===== src/rtl/icache.sv =====
// Direct-mapped, blocking instruction cache: one 32-bit word per line.
// Hits are answered from on-chip arrays. A miss issues one word request to the
// memory controller, fills the line, then returns the word to fetch.
module icache #(
    parameter int unsigned INDEX_BITS = 6
) (
    input  logic        clk_in,
    input  logic        rst_in,
    input  logic        rdy_in,
    input  logic        fetch_req,
    input  logic [31:0] fetch_pc,
    input  logic        clear,
    output logic        fetch_valid,
    output logic [31:0] fetch_inst,
    output logic        mem_req,
    output logic [31:0] mem_addr,
    input  logic        mem_received,
    input  logic        mem_done,
    input  logic [31:0] mem_data
);

    localparam int unsigned LINES = 1 << INDEX_BITS;
    localparam int unsigned TAG_W = 30 - INDEX_BITS;

    typedef enum logic [1:0] {StIdle, StReq, StWait} state_e;

    state_e state_q, state_d;
    logic   drop_q, drop_d;
    logic   fetch_valid_d;
    logic [31:0] fetch_inst_d;
    logic   mem_req_d;
    logic [31:0] mem_addr_d;
    logic   fill;

    logic [LINES-1:0] valid_q;
    logic [TAG_W-1:0] tag_mem  [LINES];
    logic [31:0]      data_mem [LINES];

    logic [INDEX_BITS-1:0] idx;
    logic [TAG_W-1:0]      pc_tag;
    logic [INDEX_BITS-1:0] fill_idx;
    logic [TAG_W-1:0]      fill_tag;
    logic                  hit;

    // mem_addr doubles as the latched miss pc: it holds until the next miss.
    assign idx      = fetch_pc[INDEX_BITS+1:2];
    assign pc_tag   = fetch_pc[31:INDEX_BITS+2];
    assign fill_idx = mem_addr[INDEX_BITS+1:2];
    assign fill_tag = mem_addr[31:INDEX_BITS+2];
    assign hit      = valid_q[idx] && (tag_mem[idx] == pc_tag);

    // Next-state and registered-output logic.
    always_comb begin
        state_d       = state_q;
        drop_d        = drop_q;
        fetch_valid_d = 1'b0;
        fetch_inst_d  = fetch_inst;
        mem_req_d     = mem_req;
        mem_addr_d    = mem_addr;
        fill          = 1'b0;
        unique case (state_q)
            StIdle: begin
                // fetch_valid gate keeps responses at least two cycles apart.
                if (fetch_req && !fetch_valid && !clear) begin
                    if (hit) begin
                        fetch_valid_d = 1'b1;
                        fetch_inst_d  = data_mem[idx];
                    end else begin
                        mem_addr_d = {fetch_pc[31:2], 2'b00};
                        mem_req_d  = 1'b1;
                        drop_d     = 1'b0;
                        state_d    = StReq;
                    end
                end
            end
            StReq: begin
                // The controller cannot abort, so a flush only suppresses the reply.
                if (clear) drop_d = 1'b1;
                if (mem_received) begin
                    mem_req_d = 1'b0;
                    state_d   = StWait;
                end
            end
            StWait: begin
                if (clear) drop_d = 1'b1;
                if (mem_done) begin
                    fill    = 1'b1;
                    state_d = StIdle;
                    if (!drop_q && !clear) begin
                        fetch_valid_d = 1'b1;
                        fetch_inst_d  = mem_data;
                    end
                end
            end
            default: state_d = StIdle;
        endcase
    end

    // State, control outputs and valid bits; everything freezes while rdy_in is low.
    always_ff @(posedge clk_in or posedge rst_in) begin
        if (rst_in) begin
            state_q     <= StIdle;
            drop_q      <= 1'b0;
            fetch_valid <= 1'b0;
            fetch_inst  <= 32'h0;
            mem_req     <= 1'b0;
            mem_addr    <= 32'h0;
            valid_q     <= '0;
        end else if (rdy_in) begin
            state_q     <= state_d;
            drop_q      <= drop_d;
            fetch_valid <= fetch_valid_d;
            fetch_inst  <= fetch_inst_d;
            mem_req     <= mem_req_d;
            mem_addr    <= mem_addr_d;
            if (fill) valid_q[fill_idx] <= 1'b1;
        end
    end

    // Tag and data arrays need no reset; the valid bits guard them.
    always_ff @(posedge clk_in) begin
        if (rdy_in && fill) begin
            tag_mem[fill_idx]  <= fill_tag;
            data_mem[fill_idx] <= mem_data;
        end
    end

endmodule


===== config.mk =====
export PLATFORM = sky130hd
export DESIGN_NAME = icache
export DESIGN_NICKNAME = d
export VERILOG_FILES = /design/src/rtl/icache.sv
export SDC_FILE = /design/constraint.sdc
export NUM_CORES = 2
export LEC_CHECK = 0
export CAP_MARGIN = 20
export CORE_ASPECT_RATIO = 1.2
export CORE_UTILIZATION = 45
export CTS_CLUSTER_DIAMETER = 150
export DETAILED_ROUTE_END_ITERATION = 10
export GPL_ROUTABILITY_DRIVEN = 0
export PLACE_DENSITY_LB_ADDON = 0.12
export SYNTH_ARGS = -nofsm -noshare
export SYNTH_HDL_FRONTEND = slang
export SYNTH_SLANG_ARGS = --single-unit

===== constraint.sdc =====
create_clock -name clk_in -period 8.7 [get_ports clk_in]
set_clock_uncertainty 0.1 [all_clocks]
set_input_delay 1.74 -clock clk_in [delete_from_list [all_inputs] [get_ports clk_in]]
set_output_delay 1.74 -clock clk_in [all_outputs]
set_load 0.02 [all_outputs]

Word level (Yosys, flattened, before mapping). Memories as Yosys holds them, arrays and structs flattened. Cells that the tools add are included.

Bitwise gates (word level): 2. Order comparisons: 3. Reduce and logical (&&, ||, !) cells: 20. Equal/unequal tests: 10. Mux-type cells: 31.

Operators by type and width (number): 2-to-1 mux 32 bit (4); OR 64 bit (1); case mux 32 bit (2 select lines) (1); equality test 24 bit (1); 2-to-1 mux 1 bit (16); AND reduction 5 bit (3); less-than comparator 6 x 7 -> 1 bit, second input constant (2); inequality test 2 bit, second input constant (6); 2-to-1 mux 2 bit (4); binary-select mux 1 bit (select 6 bit) (1); demux 1 bit (select 6 bit) (1); >= comparator 6 x 1 -> 1 bit, second input constant (1); logical AND 1 bit (6); case mux 1 bit (2 select lines) (3); case mux 2 bit (3 select lines) (1); AND reduction 6 bit (1); nonzero test 2 bit (3); AND reduction 4 bit (1); logical NOT 1 bit (3); equality test 2 x 1 -> 1 bit, second input constant (1); equality test 2 bit, second input constant (1); logical NOT 2 bit (1); inequality test 2 x 1 -> 1 bit, second input constant (1); AND reduction 2 bit (1); 2 further kinds (2).

Input bits: 71. Bits in writable memories: 3584. Memories kept: 2. Flip-flop bits (word level): 131. Logic and storage cells: 75. Output and inout bits: 66.

Memories: data_mem (words 64, bits a word 32, rd ports 1, clocked after memory_dff 0, wr ports 1, line 37) `logic [31:0] data_mem [LINES];`; tag_mem (words 64, bits a word 24, rd ports 1, clocked after memory_dff 0, wr ports 1, line 36) `logic [TAG_W-1:0] tag_mem [LINES];`.

Depth between registers and ports, before layout.
Word-level depth: 6. Gate-level depth with buffers: 18. Mapped depth without buffers: 11.

Worst setup path before layout. OpenSTA, ideal clock, no wires.

Path kind: input port to flip-flop. From: input port rdy_in. To: memory data_mem[31][0], enable pin. Slack: 3.337 ns. Stages on the path: 4. Arrival time: 4.792 ns. Library setup time: 0.471 ns. Path buffers: 0. Cells stage by stage: inv_1 nor3_1 nand3_1 nor2_1.

Cells in the longest elaborated chain, start to end: 3.

RTL lines: start, declared (line 9) `input logic rdy_in,`; logical AND 1 bit (line 122) `if (rdy_in && fill) begin`; 2-to-1 mux 1 bit (line 122); 2-to-1 mux 1 bit (not written as such) (line 124) `data_mem[fill_idx] <= mem_data;`; end, declared (line 37).

No other way between the ends.

Final worst setup path.
From: input port fetch_pc[3]. To: register fetch_inst[23].

Cells in the longest elaborated chain, start to end: 5.

RTL lines: start, declared (line 11) `input logic [31:0] fetch_pc,`; memory read (64 x 24 bit) / binary-select mux 1 bit (select 6 bit) (equally long branches); equality test 24 bit / 2-to-1 mux 1 bit (equally long branches) (line 50) `assign hit = valid_q[idx] && (tag_mem[idx] == pc_tag);`; logical AND 1 bit (line 50); inequality test 2 bit (no source line); AND reduction 6 bit (no source line); end signal, assigned (line 113) `fetch_inst <= fetch_inst_d;`; end, declared (line 14) `output logic [31:0] fetch_inst,`.

Parallel ways exist; a longest one is shown, timed or not. The select of a mux whose other input is x is not followed. A chain may end at the register's enable or synchronous reset.

==> flow_metrics.env <==
export IMPL_layout_common_cells="edfxtp_1 (3584), mux4_2 (936), clkbuf_16 (386)"
export IMPL_drtAntennaViolNets=0
export IMPL_drt_pass1_iterations=5
export IMPL_min_period_over_period=0.8159
export IMPL_yosys_most_used_dff="edfxtp_1"
export IMPL_crit_type="in -> reg"
export IMPL_ff2ff_setup_slack_ps=3590
export IMPL_start_kind="primary input"
export IMPL_p_int_w=0.03143
export IMPL_clk_path_buf_depth=4
export IMPL_ys_types=80
export IMPL_status="finished, final reports clean"
export IMPL_p_per_area_nw_per_um2=252.3
export IMPL_io_pins=137
export IMPL_htree_levels=5
export IMPL_grt_max_degree=114
export IMPL_viasPerCell=6.233
export IMPL_worstSkewPairLatency_ps=920
export IMPL_drt_wl_total_mm=431.4
export IMPL_cp_max_fo=96
export IMPL_ctsResizeCount=0
export IMPL_cts_sinks=3715
export IMPL_r2r_start="tag_mem[0][4]"
export IMPL_setup_tns_ps=0
export IMPL_synth_simple_area_share=0.01919
export IMPL_start_util=0.4526
export IMPL_synth_area_per_cell_um2=22.77
export IMPL_cts_hold_buf=0
export IMPL_hp_class="reg -> reg"
export IMPL_grt_pass1_vias=71050
export IMPL_min_path_cells=1
export IMPL_synthAdderAreaFrac=0.0002626
export IMPL_power_frac_comb=0.093
export IMPL_drv_slew=0
export IMPL_synth_edf_count=3584
export IMPL_synth_top_family_by_area="multiplexers"
export IMPL_dp_cells=10560
export IMPL_yosysSeqAreaShare=0.7758
export IMPL_pwr_share_seq=0.520
export IMPL_cts_tree="built"
export IMPL_drc=0
export IMPL_vias=70240
export IMPL_finish_utilization=0.5166
export IMPL_worst_slew_pin_slew_ps=1227
export IMPL_synth_area_mux_share=0.1752
export IMPL_die_area_um2=319900
export IMPL_maxCapViolations=0
export IMPL_avgRoutedWirePerCell_um=38.28
export IMPL_grt_first_pass_wirelength_mm=590.4
export IMPL_drive_gt1_frac=0.2883
export IMPL_worst_setup_path_end_kind="flop"
export IMPL_vdd_drop_max_mv=0.3954
export IMPL_synthesis_area_um2=143000
export IMPL_rsz0062_at_grt="false"
export IMPL_switching_share=0.2366
export IMPL_grt_antenna_before_repair=18
export IMPL_cp_arrival_ps=7760
export IMPL_dp_hpwl_mm=230.9
export IMPL_syn2layout_area_growth_pct=14.15
export IMPL_synthArstFlopShare=0.03526
export IMPL_n_fill_cell=24710
export IMPL_r2r_end="fetch_inst[23]"
export IMPL_min_to="valid_q[3]"
export IMPL_rows=226
export IMPL_required_ps=9370
export IMPL_track_usage=0.2707
export IMPL_pwr_share_clk=0.388
export IMPL_nNetsFinal=6809
export IMPL_synth_xor_area_frac=0.001287
export IMPL_die_w_um=516.5
export IMPL_netlist_instances=6278
export IMPL_mostFrequentLayoutCell="edfxtp_1"
export IMPL_reg2reg_depth=13
export IMPL_cts_root_buffer="clkbuf_16"
export IMPL_cts_setup_buffers=0
export IMPL_max_freq_mhz=140.9
export IMPL_cts_buffers=377
export IMPL_setup_viol=0
export IMPL_fp_dieH_um=619.4
export IMPL_grt_ovfl_total=0
export IMPL_min_period_ps=7098
export IMPL_portBuffers=132
export IMPL_hold_violations=0
export IMPL_fin_cells=11270
export IMPL_hold_start="valid_q[3]"
export IMPL_slew_limit_headroom=0.1800
export IMPL_coreArea_um2=315900
export IMPL_ys_ff_latch=3715
export IMPL_p_leak_nw=52.15
export IMPL_p_switching_w=0.009741
export IMPL_synth_compound_area_frac=0.01597
export IMPL_drt_iter0_drc=8852
export IMPL_clkTransAtPathRegs_ps=60
export IMPL_yosys_warnings=0
[power groups by stage]
| stage | sequential [W] | clock (W) | combinational, W |
|---|---|---|---|
| floorplan | 0.0222 | 0 | 0.00145 |
| global placement | 0.0219 | 0 | 0.00354 |
| detailed placement | 0.0219 | 0 | 0.00363 |
| CTS | 0.0216 | 0.0162 | 0.00364 |
| global route | 0.0214 | 0.0169 | 0.00401 |
| finish | 0.0214 | 0.0160 | 0.00381 |
[critical path, stage by stage]
cell and delay (ps):
buf_8 510, buf_12 550, mux4_2 590, o211ai_1 250, o21ai_0 190, o32ai_1 680
xnor2_1 120, nor4_1 580, buf_4 270, nand3_1 190, nor4_2 500, buf_4 300
o221ai_4 140, buf_12 190, mux2_4 420
[through the flow]
| stage | total power [W] | setup slack, ps | hold WS (ps) | instance area (um2) |
|---|---|---|---|---|
| 6_report | 0.04117 | 1602 | 361.9 | 163200 |
| 2_1_floorplan | 0.02367 | 3337 | 333.7 | 143000 |
| 5_1_grt | 0.04230 | 1639 | 372.1 | 163200 |
| 3_5_place_dp | 0.02555 | 936.1 | 349.8 | 150900 |
| 4_1_cts | 0.04140 | 1866 | 364.6 | 162900 |
| 3_3_place_gp | 0.02542 | 902.3 | 345.4 | 150800 |
[flip-flops by register name, summed over array words and instances, names as in the netlist, 2 cells and up]
register    cells
tag_mem      1536
fetch_inst     32
valid_q        64
mem_addr       30
state_q         2
data_mem     2048
[kinds of logic (layout without fill, tap and decap cells)]
logic type      after synthesis  after routing
xor+xnor                     21             21
simple gates                563            563
fa+ha+maj                     3              3
other cells                   1              9
mux                        1310           1310
flops                      3715           3715
buf+inv                     346           1111
compound gates              319            319
[metal layers]
metal / vias up / global-route usage / routed length [um]
li1: 27540 / - / -
met3: 595 / 0.03865 / 29290
met2: 2965 / 0.4574 / 218200
met4: 12 / 0.07829 / 13040
met5: - / 0 / 81
met1: 39130 / 0.3661 / 170900
[synth_stat cells, drive strengths merged, types with 3 or more instances]
library cell | instances | area share
o2111ai | 3 | 0.00018
nand4 | 20 | 0.00088
dfrtp | 131 | 0.023
a31oi | 14 | 0.00061
o211ai | 11 | 0.00058
inv | 11 | 0.00029
a22oi | 121 | 0.0064
a22o | 10 | 0.00061
o221ai | 5 | 0.00035
mux4 | 936 | 0.15
nand2b | 14 | 0.00061
a21oi | 38 | 0.0013
nor3b | 4 | 0.00021
edfxtp | 3584 | 0.75
xor2 | 11 | 0.00067
o22ai | 12 | 0.00053
and2 | 17 | 0.00074
nor3 | 16 | 0.00060
buf | 221 | 0.0090
or2 | 66 | 0.0029
nand3b | 5 | 0.00026
a211o | 3 | 0.00018
a211oi | 13 | 0.00068
a32o | 4 | 0.00028
nand3 | 71 | 0.0025
clkbuf | 113 | 0.0030
a221oi | 14 | 0.00086
a32oi | 7 | 0.00043
o32ai | 4 | 0.00025
or3 | 5 | 0.00022
and3 | 3 | 0.00013
xnor2 | 10 | 0.00061
nor2b | 25 | 0.0011
ha | 3 | 0.00026
mux2 | 87 | 0.0076
nor4 | 9 | 0.00048
mux2i | 287 | 0.020
o21ai | 38 | 0.0013
nor2 | 110 | 0.0029
nor4b | 4 | 0.00029
nand2 | 185 | 0.0049
[final cells by class]
type                            count  area, um2  area share
Multi-Input combinational cell   2218      30810      0.1888
Timing Repair Buffer              411       4106     0.02517
Clock inverter                    219       1978     0.01212
Sequential cell                  3715     110900      0.6798
Inverter                           12      52.55   0.0003220
Tap cell                         4218       5278     0.03234
Antenna cell                        7      17.52   0.0001073
Clock buffer                      469      10000     0.06129
[worst max-delay path by stage]
stage,from,endpoint
floorplan,rdy_in,data_mem[31][0]
global placement,fetch_pc[2],fetch_inst[25]
detailed placement,fetch_pc[2],fetch_inst[23]
CTS,fetch_pc[2],fetch_inst[23]
global route,fetch_pc[3],fetch_inst[24]
finish,fetch_pc[3],fetch_inst[23]
Note: power is estimated with default switching activity, not from simulation.
